File: src/rtl/seg7_pkg.sv
// Shared constants for the seven-segment scan driver: hex->segment table and idle levels.
package seg7_pkg;

  localparam logic [3:0] SEL_OFF = 4'hF;
  localparam logic [7:0] SEG_OFF = 8'hFF;

  // Active-low {g,f,e,d,c,b,a} for hex digits 0..F
  localparam logic [6:0] SEG_LUT [16] = '{
    7'h40, 7'h79, 7'h24, 7'h30, 7'h19, 7'h12, 7'h02, 7'h78,
    7'h00, 7'h10, 7'h08, 7'h03, 7'h46, 7'h21, 7'h06, 7'h0E
  };

endpackage

File: src/rtl/seg7_hex_decoder.sv
// Combinational hex nibble to active-low seven-segment pattern.
module seg7_hex_decoder
  import seg7_pkg::*;
(
  input  logic [3:0] nibble_i,
  output logic [6:0] seg_o
);

  assign seg_o = SEG_LUT[nibble_i];

endmodule

File: src/rtl/seg7_scan_driver.sv
// 4-digit multiplexed seven-segment driver with frame-synchronous double buffering.
// Optional leading-zero blanking when SEG7_LZ_BLANK_EN is defined.
module seg7_scan_driver
  import seg7_pkg::*;
#(
  parameter int REFRESH_DIV = 100000,
  parameter int CNT_W       = 17
) (
  input  logic        CLK,
  input  logic        RESET,
  input  logic [15:0] DIGITS_IN,
  input  logic [3:0]  DOTS_IN,
  input  logic        LOAD,
  output logic [3:0]  DISP_SEL_OUT,
  output logic [7:0]  DISP_OUT,
  output logic        FRAME_DONE
);

  localparam logic [CNT_W-1:0] PRESC_LAST = CNT_W'(REFRESH_DIV - 1);

  logic [CNT_W-1:0] presc_q, presc_d;
  logic [1:0]       idx_q, idx_d;
  logic [19:0]      act_q, act_d;
  logic [19:0]      pend_q, pend_d;
  logic             pflag_q, pflag_d;
  logic [3:0]       sel_q, sel_d;
  logic [7:0]       out_q, out_d;
  logic             fd_q, fd_d;

  logic             tick;
  logic             boundary;
  logic [3:0]       nibble;
  logic [6:0]       seg;
  logic             blank;

  assign nibble = act_q[{idx_q, 2'b00} +: 4];

  seg7_hex_decoder u_dec (
    .nibble_i (nibble),
    .seg_o    (seg)
  );

`ifdef SEG7_LZ_BLANK_EN
  // A digit is a leading zero when it and every digit above it are zero
  assign blank = (idx_q != 2'd0) && ((act_q[15:0] >> {idx_q, 2'b00}) == 16'd0);
`else
  assign blank = 1'b0;
`endif

  always_comb begin
    tick     = (presc_q == PRESC_LAST);
    boundary = tick && (idx_q == 2'd3);
    presc_d  = tick ? '0 : presc_q + CNT_W'(1);
    idx_d    = tick ? idx_q + 2'd1 : idx_q;
    act_d    = act_q;
    pend_d   = pend_q;
    pflag_d  = pflag_q;
    // Commit uses the pre-edge pending value, so a coincident LOAD waits a frame
    if (boundary && pflag_q) begin
      act_d   = pend_q;
      pflag_d = 1'b0;
    end
    if (LOAD) begin
      pend_d  = {DOTS_IN, DIGITS_IN};
      pflag_d = 1'b1;
    end
    sel_d = ~(4'b0001 << idx_q);
    out_d = {~act_q[5'd16 + {3'd0, idx_q}], blank ? 7'h7F : seg};
    fd_d  = boundary;
  end

  always_ff @(posedge CLK) begin
    if (RESET) begin
      presc_q <= '0;
      idx_q   <= 2'd0;
      act_q   <= '0;
      pend_q  <= '0;
      pflag_q <= 1'b0;
      sel_q   <= SEL_OFF;
      out_q   <= SEG_OFF;
      fd_q    <= 1'b0;
    end else begin
      presc_q <= presc_d;
      idx_q   <= idx_d;
      act_q   <= act_d;
      pend_q  <= pend_d;
      pflag_q <= pflag_d;
      sel_q   <= sel_d;
      out_q   <= out_d;
      fd_q    <= fd_d;
    end
  end

  assign DISP_SEL_OUT = sel_q;
  assign DISP_OUT     = out_q;
  assign FRAME_DONE   = fd_q;

endmodule

File: config.mk
export PLATFORM = sky130hd
export DESIGN_NAME = seg7_scan_driver
export DESIGN_NICKNAME = d
export VERILOG_FILES = /design/src/rtl/seg7_pkg.sv /design/src/rtl/seg7_hex_decoder.sv /design/src/rtl/seg7_scan_driver.sv
export SDC_FILE = /design/constraint.sdc
export NUM_CORES = 1
export LEC_CHECK = 0
export ABC_CLOCK_PERIOD_IN_PS = 6100
export BUFFER_PORTS_ARGS = -buffer_cell sky130_fd_sc_hd__buf_2
export CORE_MARGIN = 5
export CORE_UTILIZATION = 50
export DETAILED_ROUTE_END_ITERATION = 10
export PLACE_DENSITY = 0.75
export SYNTH_ARGS = -nofsm -noshare
export SYNTH_HDL_FRONTEND = slang
export SYNTH_SLANG_ARGS = --single-unit
export TNS_END_PERCENT = 10
File: constraint.sdc
create_clock -name CLK -period 6.1 [get_ports CLK]
set_clock_uncertainty 0.2 [all_clocks]
set_input_delay 0.915 -clock CLK [delete_from_list [all_inputs] [get_ports CLK]]
set_output_delay 0.915 -clock CLK [all_outputs]
set_load 0.05 [all_outputs]
==> metrics.yaml <==
pwr:
  leakagePower_nw: 1.337
  internal_power_uw: 697.4
  p_sw_share_pct: 24.11
  p_sw_uw: 221.5
  power_density_mw_per_mm2: 261.2
  power_frac_seq_pct: 53.9
  max-vdd-ir-drop_mv: 0.2134
  p_clk_share_pct: 40.9
  p_comb_share_pct: 5.2
placement:
  place_congestion: 0.7789
  port_buffers: 35
  hpwl_mm: 4.088
grt:
  grt_max_degree: 51
  antenna_found_initial: 0
  grt_pass1_vias: 2303
  grt-ovfl-total: 0
  grt_usage_pct: 15.77
  grt_pass1_wl_mm: 10.81
sta:
  setup_violations: 0
  hold_ws_ns: 0.2439
  drv_slew: 0
  max-slew-margin-rel_pct: 34.90
  tightest_slew_ns: 0.9738
  rsz0062_at_grt: "no"
  hold_viol_final: 0
  fmax_ghz: 0.3594
  fin_crit_sh_pct: 45.61
  min_period_ns: 2.782
  tns_ns: 0
floorplan:
  start_util_pct: 50.83
  pin_count: 36
  dieWidth_um: 90.12
  row_count: 29
  die_area_mm2: 0.008121
  core_mm2: 0.006314
  die_h_um: 90.12
detailed_routing:
  drtIter0Drc: 236
  ant_nets: 0
  routedWlPerCell_um: 14.98
  via_count: 2477
  vias_per_cell: 5.747
  drc: 0
  dr.pass1.iters: 4
  wirelength_mm: 6.456
synth:
  ys_seq_area_share_pct: 45.54
  synth-main-ff-cell: "dfxtp_1"
  syn-instance-count: 333
  syn_area_mm2: 0.003209
  yosys_register_bits: 73
  synth.distinct_cells: 45
  synth_edf_count: 0
  synth_area_per_cell_um2: 9.638
  synth-async-reset-ratio_pct: 0
  syn-num-nets: 367
  yosys_warnings: 0
setup_path:
  crit_fanout: 24
  rrSetupSlack_ns: 3.32
  crit_type: "reg2reg"
  crit_path_end_kind: "register"
  worst-r2r-cell-count: 4
  r2r-end: "presc_q[8]"
  critPathArrivalTime_ns: 2.80
  crit_path_start_kind: "register"
  worstPathRequired_ns: 6.12
  timing.rr.start: "presc_q[14]"
clocking:
  clk_latency_ns: 0.36
  clockBufferDepth: 2
  htree_levels: 3
  clock-root-buffer: "clkbuf_8"
  postCtsSetupRepairBufs: 0
  cts_repair_resize_count: 0
  cts_tree: "built"
  numCtsBuffers: 9
  cts_hold_buf: 0
  cts_sinks: 73
  clkSlewWorstSetupHoldPaths_ns: 0.08
finish:
  area_delta_synth_final_pct: 9.629
  final_common_cell: "dfxtp_1"
  fin_nets: 383
  n_antenna_cell: 0
  final_cell_mix: "73 x dfxtp_1, 36 x nor2_1, 35 x buf_2"
  drive_above_1_share_pct: 16.38
min_path:
  min_path_type: "reg2reg"
  holdPathStages: 1
  worstHoldStart: "presc_q[0]"
  min_to: "presc_q[0]"
flow_run:
  maxCapViolCount: 0
run_status:
  status: "finished clean"
==> layout make-up <==
class | instances | area, um^2
Sequential cell | 73 | 1461
Inverter | 7 | 26.28
Clock inverter | 6 | 67.56
Multi-Input combinational cell | 223 | 1564
Fill cell | 553 | 2795
Clock buffer | 10 | 127.6
Tap cell | 77 | 96.34
Timing Repair Buffer | 35 | 175.2
==> cell usage after synthesis, drive strengths merged, types with 2 or more instances <==
library cell / number / area share, %
ha: 11 / 4.3
buf: 17 / 3.4
dfxtp: 73 / 46
inv: 6 / 0.70
nand4: 26 / 5.1
or4: 2 / 0.47
or3: 3 / 0.58
a21oi: 31 / 4.8
o21ai: 10 / 1.7
a31oi: 4 / 0.78
nand2: 12 / 1.5
nor2: 37 / 4.6
nand3: 7 / 1.1
xor2: 9 / 2.5
mux2i: 21 / 6.5
and3: 4 / 0.78
mux4: 5 / 3.9
and2: 4 / 0.82
o31ai: 22 / 5.1
clkbuf: 13 / 1.5
==> kinds of logic after synthesis <==
family	share of synthesized area, %
adders and majority gates	4.288
DFF	45.54
and+or+nand+nor	17.00
buffers and inverters	5.731
AOI/OAI and AO/OA	14.31
muxes	10.41
xor gates and xnor gates	2.729
==> power groups by stage <==
stage / Combinational, mW / Sequential [mW] / Clock (mW)
after detailed placement: 0.0484 / 0.506 / 0
final: 0.0481 / 0.495 / 0.376
after global placement: 0.0469 / 0.506 / 0
after global routing: 0.0529 / 0.497 / 0.402
after floorplan: 0.0261 / 0.513 / 0
after CTS: 0.0486 / 0.495 / 0.381
==> how the worst max path moves through the flow <==
stage,endpoint,start,slack [ns]
4_1_cts,presc_q[8],presc_q[14],3.35
2_1_floorplan,DISP_OUT[1],idx_q[1],3.86
6_report,presc_q[8],presc_q[14],3.32
3_5_place_dp,presc_q[7],RESET,3.11
5_1_grt,presc_q[12],presc_q[5],3.07
3_3_place_gp,presc_q[3],RESET,3.13
==> critical path, stage by stage, from the launching register on <==
cell and delay [ns]:
dfxtp_1 0.33, nor4_1 0.41, nand3_1 0.76, o21ai_2 0.83
nor2_1 0.11
==> metal layers <==
metal	vias to the layer above	routed length (um)	track usage (%)
met1	1189	3033	21.41
met5	-	0	0
met4	0	78	4.963
met2	43	3012	23.78
met3	8	332	5.175
li1	1237	-	-
==> sequential cells by signal, indices dropped and copies added (netlist names) <==
| register | count |
|---|---|
| FRAME_DONE | 1 |
| idx_q | 2 |
| DISP_SEL_OUT | 4 |
| presc_q | 17 |
| pend_q | 20 |
| act_q | 20 |
| DISP_OUT | 8 |
| pflag_q | 1 |
==> through the flow <==
stage | power (mW) | cells | utilization (%) | setup WS [ns] | area [um^2]
after floorplan | 0.5394 | 333 | - | 3.856 | 3209
after global placement | 0.5526 | 415 | 52.64 | 3.127 | 3323
after detailed placement | 0.5545 | 415 | 52.64 | 3.107 | 3323
after CTS | 0.9244 | 431 | 55.73 | 3.351 | 3518
after global routing | 0.9517 | 431 | 55.73 | 3.071 | 3518
final | 0.9190 | 431 | 55.73 | 3.318 | 3518
No activity file was read; power rests on OpenSTA's default activity.
